[config.mk]
export PLATFORM = sky130hd
export DESIGN_NAME = seq_run_detector
export DESIGN_NICKNAME = d
export VERILOG_FILES = /design/src/rtl/seq_pkg.sv /design/src/rtl/sat_counter.sv /design/src/rtl/seq_run_detector.sv
export SDC_FILE = /design/constraint.sdc
export NUM_CORES = 1
export LEC_CHECK = 0
export CAP_MARGIN = 30
export CORE_MARGIN = 10
export CORE_UTILIZATION = 54
export CTS_BUF_LIST = sky130_fd_sc_hd__clkbuf_2
export CTS_CLUSTER_SIZE = 28
export DETAILED_ROUTE_END_ITERATION = 8
export PLACE_DENSITY = 0.9
export SYNTH_ARGS = -nofsm -noshare
export SYNTH_HDL_FRONTEND = slang
export SYNTH_SLANG_ARGS = --single-unit
[constraint.sdc]
create_clock -name clk -period 5 [get_ports clk]
set_clock_uncertainty 0.2 [all_clocks]
set_input_delay 1 -clock clk [delete_from_list [all_inputs] [get_ports clk]]
set_output_delay 1 -clock clk [all_outputs]
set_load 0.01 [all_outputs]
[src/rtl/seq_pkg.sv]
// -----------------------------------------------------------------------------
// seq_pkg
// Shared definitions for the serial run detector:
//   - state encodings of the detector FSM (IDLE / COUNT / HIT)
//   - run_len_width(): width needed to hold a saturating count 0..max_val
// -----------------------------------------------------------------------------
package seq_pkg;

  // Raw state encodings. 2'b11 is unused and treated as corrupted state.
  localparam logic [1:0] ST_IDLE  = 2'd0;
  localparam logic [1:0] ST_COUNT = 2'd1;
  localparam logic [1:0] ST_HIT   = 2'd2;

  typedef enum logic [1:0] {
    IDLE  = ST_IDLE,   // run_len == 0
    COUNT = ST_COUNT,  // 0 < run_len < RUN_LEN
    HIT   = ST_HIT     // run_len == RUN_LEN
  } state_e;

  // Bits required to represent every value of a counter that saturates at
  // max_val. Never returns less than 1 so a port is always at least one bit.
  function automatic int run_len_width(input int max_val);
    if (max_val < 1) begin
      return 1;
    end
    return $clog2(max_val + 1);
  endfunction

endpackage : seq_pkg

[src/rtl/sat_counter.sv]
// -----------------------------------------------------------------------------
// sat_counter
// Saturating up-counter with synchronous clear.
//   clk    in   rising-edge clock
//   reset  in   asynchronous, active-high reset (q -> 0)
//   inc    in   add one on this edge, holding at 2^W-1
//   clr    in   synchronous clear; clr together with inc loads 1 so that an
//               event coinciding with the clear is not lost
//   q      out  W-bit count
// -----------------------------------------------------------------------------
module sat_counter #(
  parameter int W = 8
) (
  input  logic         clk,
  input  logic         reset,
  input  logic         inc,
  input  logic         clr,
  output logic [W-1:0] q
);

  logic [W-1:0] q_q;
  logic [W-1:0] q_d;

  always_comb begin
    q_d = q_q;
    if (clr) begin
      q_d = inc ? W'(1) : '0;
    end else if (inc && !(&q_q)) begin
      q_d = q_q + W'(1);
    end
  end

  always_ff @(posedge clk or posedge reset) begin
    if (reset) begin
      q_q <= '0;
    end else begin
      q_q <= q_d;
    end
  end

  assign q = q_q;

endmodule : sat_counter

[src/rtl/seq_run_detector.sv]
// -----------------------------------------------------------------------------
// seq_run_detector
// Detects a run of RUN_LEN consecutive enabled samples of w equal to
// match_val. Detection is level based: a run longer than RUN_LEN keeps z high
// and produces only one z_pulse / one det_count increment.
//   clk        in   rising-edge clock
//   reset      in   asynchronous, active-high reset
//   en         in   sample enable; w is ignored when en=0 (state holds)
//   w          in   serial data bit
//   match_val  in   bit value being searched for
//   clr_cnt    in   synchronous clear of det_count
//   z          out  high while in HIT (decoded from the state register only)
//   z_pulse    out  registered one-cycle pulse on each entry into HIT
//   run_len    out  consecutive-match count, saturating at RUN_LEN
//   det_count  out  saturating number of HIT entries since reset / clear
// -----------------------------------------------------------------------------
module seq_run_detector
  import seq_pkg::*;
#(
  parameter int RUN_LEN = 2,
  parameter int CNT_W   = 8
) (
  input  logic                                 clk,
  input  logic                                 reset,
  input  logic                                 en,
  input  logic                                 w,
  input  logic                                 match_val,
  input  logic                                 clr_cnt,
  output logic                                 z,
  output logic                                 z_pulse,
  output logic [run_len_width(RUN_LEN)-1:0]    run_len,
  output logic [CNT_W-1:0]                     det_count
);

  localparam int                RL_W   = run_len_width(RUN_LEN);
  localparam logic [RL_W-1:0]   RL_MAX = RL_W'(RUN_LEN);

  state_e            state_q;
  state_e            state_d;
  logic [RL_W-1:0]   run_len_q;
  logic [RL_W-1:0]   run_len_d;
  logic              z_pulse_q;
  logic              z_pulse_d;
  logic              sample_match;
  logic              hit_entry;

  assign sample_match = (w == match_val);

  // Next-state logic. Defaults hold the current state so en=0 needs no
  // explicit branch.
  // NOTE: every signal driven here gets a default before any branch; a path
  // that leaves one unassigned would infer a latch.
  always_comb begin
    state_d   = state_q;
    run_len_d = run_len_q;

    case (state_q)
      IDLE: begin
        run_len_d = '0;
        if (en && sample_match) begin
          if (RUN_LEN == 1) begin
            state_d   = HIT;
            run_len_d = RL_MAX;
          end else begin
            state_d   = COUNT;
            run_len_d = RL_W'(1);
          end
        end
      end

      COUNT: begin
        if (en) begin
          if (sample_match) begin
            run_len_d = run_len_q + RL_W'(1);
            // >= rather than == so a corrupted run_len cannot overshoot.
            if (run_len_q + RL_W'(1) >= RL_MAX) begin
              state_d   = HIT;
              run_len_d = RL_MAX;
            end
          end else begin
            state_d   = IDLE;
            run_len_d = '0;
          end
        end
      end

      HIT: begin
        run_len_d = RL_MAX;
        if (en && !sample_match) begin
          state_d   = IDLE;
          run_len_d = '0;
        end
      end

      // Unused encoding: recover unconditionally, even with en=0.
      default: begin
        state_d   = IDLE;
        run_len_d = '0;
      end
    endcase
  end

  // Entry into HIT is the only event that pulses or counts; a run that stays
  // in HIT never re-enters it.
  assign hit_entry = (state_d == HIT) && (state_q != HIT);
  assign z_pulse_d = hit_entry;

  // NOTE: state registers use non-blocking assignments so every flop samples
  // values from before the edge, independent of process ordering.
  always_ff @(posedge clk or posedge reset) begin
    if (reset) begin
      state_q   <= IDLE;
      run_len_q <= '0;
      z_pulse_q <= 1'b0;
    end else begin
      state_q   <= state_d;
      run_len_q <= run_len_d;
      z_pulse_q <= z_pulse_d;
    end
  end

  sat_counter #(
    .W (CNT_W)
  ) u_det_cnt (
    .clk   (clk),
    .reset (reset),
    .inc   (hit_entry),
    .clr   (clr_cnt),
    .q     (det_count)
  );

  // Moore output: decoded from the state register only.
  assign z       = (state_q == HIT);
  assign z_pulse = z_pulse_q;
  assign run_len = run_len_q;

endmodule : seq_run_detector

==> impl_metrics.env <==
export IMPL_totalWireLength_um=1680
export IMPL_detail_route_iter0_violations=11
export IMPL_crit_fanout=6
export IMPL_cts_root_buffer="clkbuf_2"
export IMPL_grt_ovfl_total=0
export IMPL_relSlewSlack_pct=66.8
export IMPL_pin_count=18
export IMPL_finalNonFillerCells=109
export IMPL_synth_yosys_seq_area_share_pct=43.4
export IMPL_drive_gt1_share_pct=17.0
export IMPL_syn_area_um2=749
export IMPL_rsz0062_at_grt="false"
export IMPL_placed_area_um2=931
export IMPL_num_vias=636
export IMPL_worstHoldEndpoint="run_len[0]"
export IMPL_dieArea_mm2=0.00328
export IMPL_rows=13
export IMPL_total_power_w=0.000220
export IMPL_min_from="state_q[1]"
export IMPL_hold_buffers=0
export IMPL_p_per_area_mw_per_mm2=231
export IMPL_worst_pin_slew_ns=0.498
export IMPL_port_buffers=17
export IMPL_syn_nets=82
export IMPL_fmax_mhz=374
export IMPL_path_class="register to primary output"
export IMPL_worstHoldPathType="register to register"
export IMPL_grt_pass1_wl_um=2920
export IMPL_cp_arrival_ns=1.48
export IMPL_antenna_left=0
export IMPL_first_pass_iters=4
export IMPL_grt_usage_pct=11.0
export IMPL_clock_sinks=13
export IMPL_finalSetupViolCount=0
export IMPL_cts_tree="done"
export IMPL_syn_to_final_growth_pct=26.9
export IMPL_synth_area_leaders="dfrtp_1 (43%), nor2_1 (3.5%), a21oi_1 (3.3%)"
export IMPL_syn_avg_cell_area_um2=10.1
export IMPL_cap_violations=0
export IMPL_synth_seq_cells=13
export IMPL_die_h_um=57.3
export IMPL_diodes=0
export IMPL_synth_cell_types=35
export IMPL_hold_viol=0
export IMPL_rr_endpoint="u_det_cnt.q[5]"
export IMPL_post_cts_buffers=0
export IMPL_final_cell_area_um2=951
export IMPL_slew_viol_final=0
export IMPL_clock_latency_ns=0.28
export IMPL_cts_made_buffers=3
export IMPL_cts_buffer_depth=2
export IMPL_multi_input_area_um2=393
export IMPL_synth_top_area_share_pct=43.4
export IMPL_min_period_ns=2.68
export IMPL_post_route_period_util_pct=53.5
export IMPL_h_tree_depth=1
export IMPL_core_area_mm2=0.00130
export IMPL_ys_warn_count=0
export IMPL_status="finished, final reports clean"
export IMPL_synth_top_cell_by_area="dfrtp_1"
export IMPL_nFillCells=90
export IMPL_layout_common_cells="clkdlybuf4s50_1 (17), dfrtp_1 (13), nor2_1 (7)"
export IMPL_grt_antenna_before_repair=0
export IMPL_min_path_cells=1
export IMPL_dp_cells=105
export IMPL_start_util_pct=57.6
export IMPL_drc=0
export IMPL_avgViaCountPerCell=5.83
export IMPL_grt_max_degree=14
export IMPL_dp_hpwl_um=1310
export IMPL_netlist_instances=74
export IMPL_setup_tns_ns=0
export IMPL_start_kind="register"
export IMPL_clkTransAtPathRegs_ns=0.14
export IMPL_layout_nets=103
export IMPL_r2r_cells=6
export IMPL_post_drt_wl_per_cell_um=15.4
export IMPL_gp_congestion=0.827
export IMPL_crit_required_ns=3.80
export IMPL_die_x_um=57.3
export IMPL_seq_area_um2=325
export IMPL_rr_startpoint="run_len[0]"
export IMPL_irDropWorstVdd_v=0.000103
export IMPL_final_common_cell="clkdlybuf4s50_1"
export IMPL_worstSetupEndpointType="primary output"
export IMPL_leakage_nw=0.426
export IMPL_cts_resized=0
export IMPL_first_global_vias=671
export IMPL_r2r_slack_ns=3.01
==> cell type report <==
class | instances | share of cell area, %
Clock buffer | 4 | 2.11
Multi-Input combinational cell | 55 | 41.3
Sequential cell | 13 | 34.2
Timing Repair Buffer | 17 | 17.9
Inverter | 5 | 2.50
Tap cell | 15 | 1.97
==> metrics by stage <==
stage,worst slack (ns),utilization (%),hold WS (ns)
detailed placement,2.12,71.5,0.321
CTS,2.31,73.1,0.323
global route,2.21,73.1,0.356
finish,2.32,73.1,0.311
floorplan,2.77,-,0.247
global placement,2.19,71.5,0.300
==> synthesized netlist by cell type <==
master / count
dfrtp_1: 13
nor2_1: 7
a21oi_1: 5
nand2_1: 5
inv_1: 4
nand3_1: 4
nand4_1: 3
a31oi_1: 2
and2b_2: 2
ha_1: 2
nand2b_1: 2
o21ai_0: 2
a21bo_2: 1
a21o_1: 1
a221o_1: 1
a311oi_1: 1
a311oi_2: 1
a32oi_1: 1
a41oi_2: 1
and2_1: 1
and3_2: 1
and3b_1: 1
and4_2: 1
buf_4: 1
inv_6: 1
mux2_1: 1
nand4b_2: 1
nor2b_1: 1
nor3_2: 1
nor4_1: 1
o21a_1: 1
o21bai_1: 1
or2_4: 1
xnor2_1: 1
xor2_2: 1
==> power by group <==
group          internal, W  switching, W  total [W]
registers         0.000111    0.00000667   0.000118
clock network    0.0000212     0.0000354  0.0000566
logic            0.0000231     0.0000219  0.0000450
total             0.000156     0.0000640   0.000220
==> registers in the layout (all words and copies together) (netlist names) <==
register and flops:
run_len 2, state_q 2, u_det_cnt.q 8, z_pulse 1
==> routing by layer <==
layer	up-vias	GRT usage (%)	wire, um
met5	-	0	0
met4	0	5.37	27
met3	4	5.53	129
met2	22	18.3	829
met1	299	11.1	698
li1	311	-	-
==> worst max path at each step <==
| stage | cells after the start | endpoint | startpoint |
|---|---|---|---|
| CTS | 2 | z | state_q[0] |
| floorplan | 4 | u_det_cnt.q[5] | match_val |
| global route | 2 | z | state_q[0] |
| global placement | 5 | u_det_cnt.q[5] | en |
| detailed placement | 5 | u_det_cnt.q[5] | en |
| finish | 2 | z | state_q[0] |
==> cell families after synthesis <==
logic type      Yosys count  synth area share, %
xor+xnor                  2                 3.34
flops                    13                 43.4
simple gates             32                 25.7
fa+ha+maj                 2                 3.34
mux                       1                 1.50
compound gates           18                 18.5
buf+inv                   6                 4.17
==> worst max-delay path: stages, from the launching register on <==
cell and delay, ns:
dfrtp_1 0.46, nor2b_1 0.18, clkdlybuf4s50_1 0.57
(Power assumes the default switching activity.)
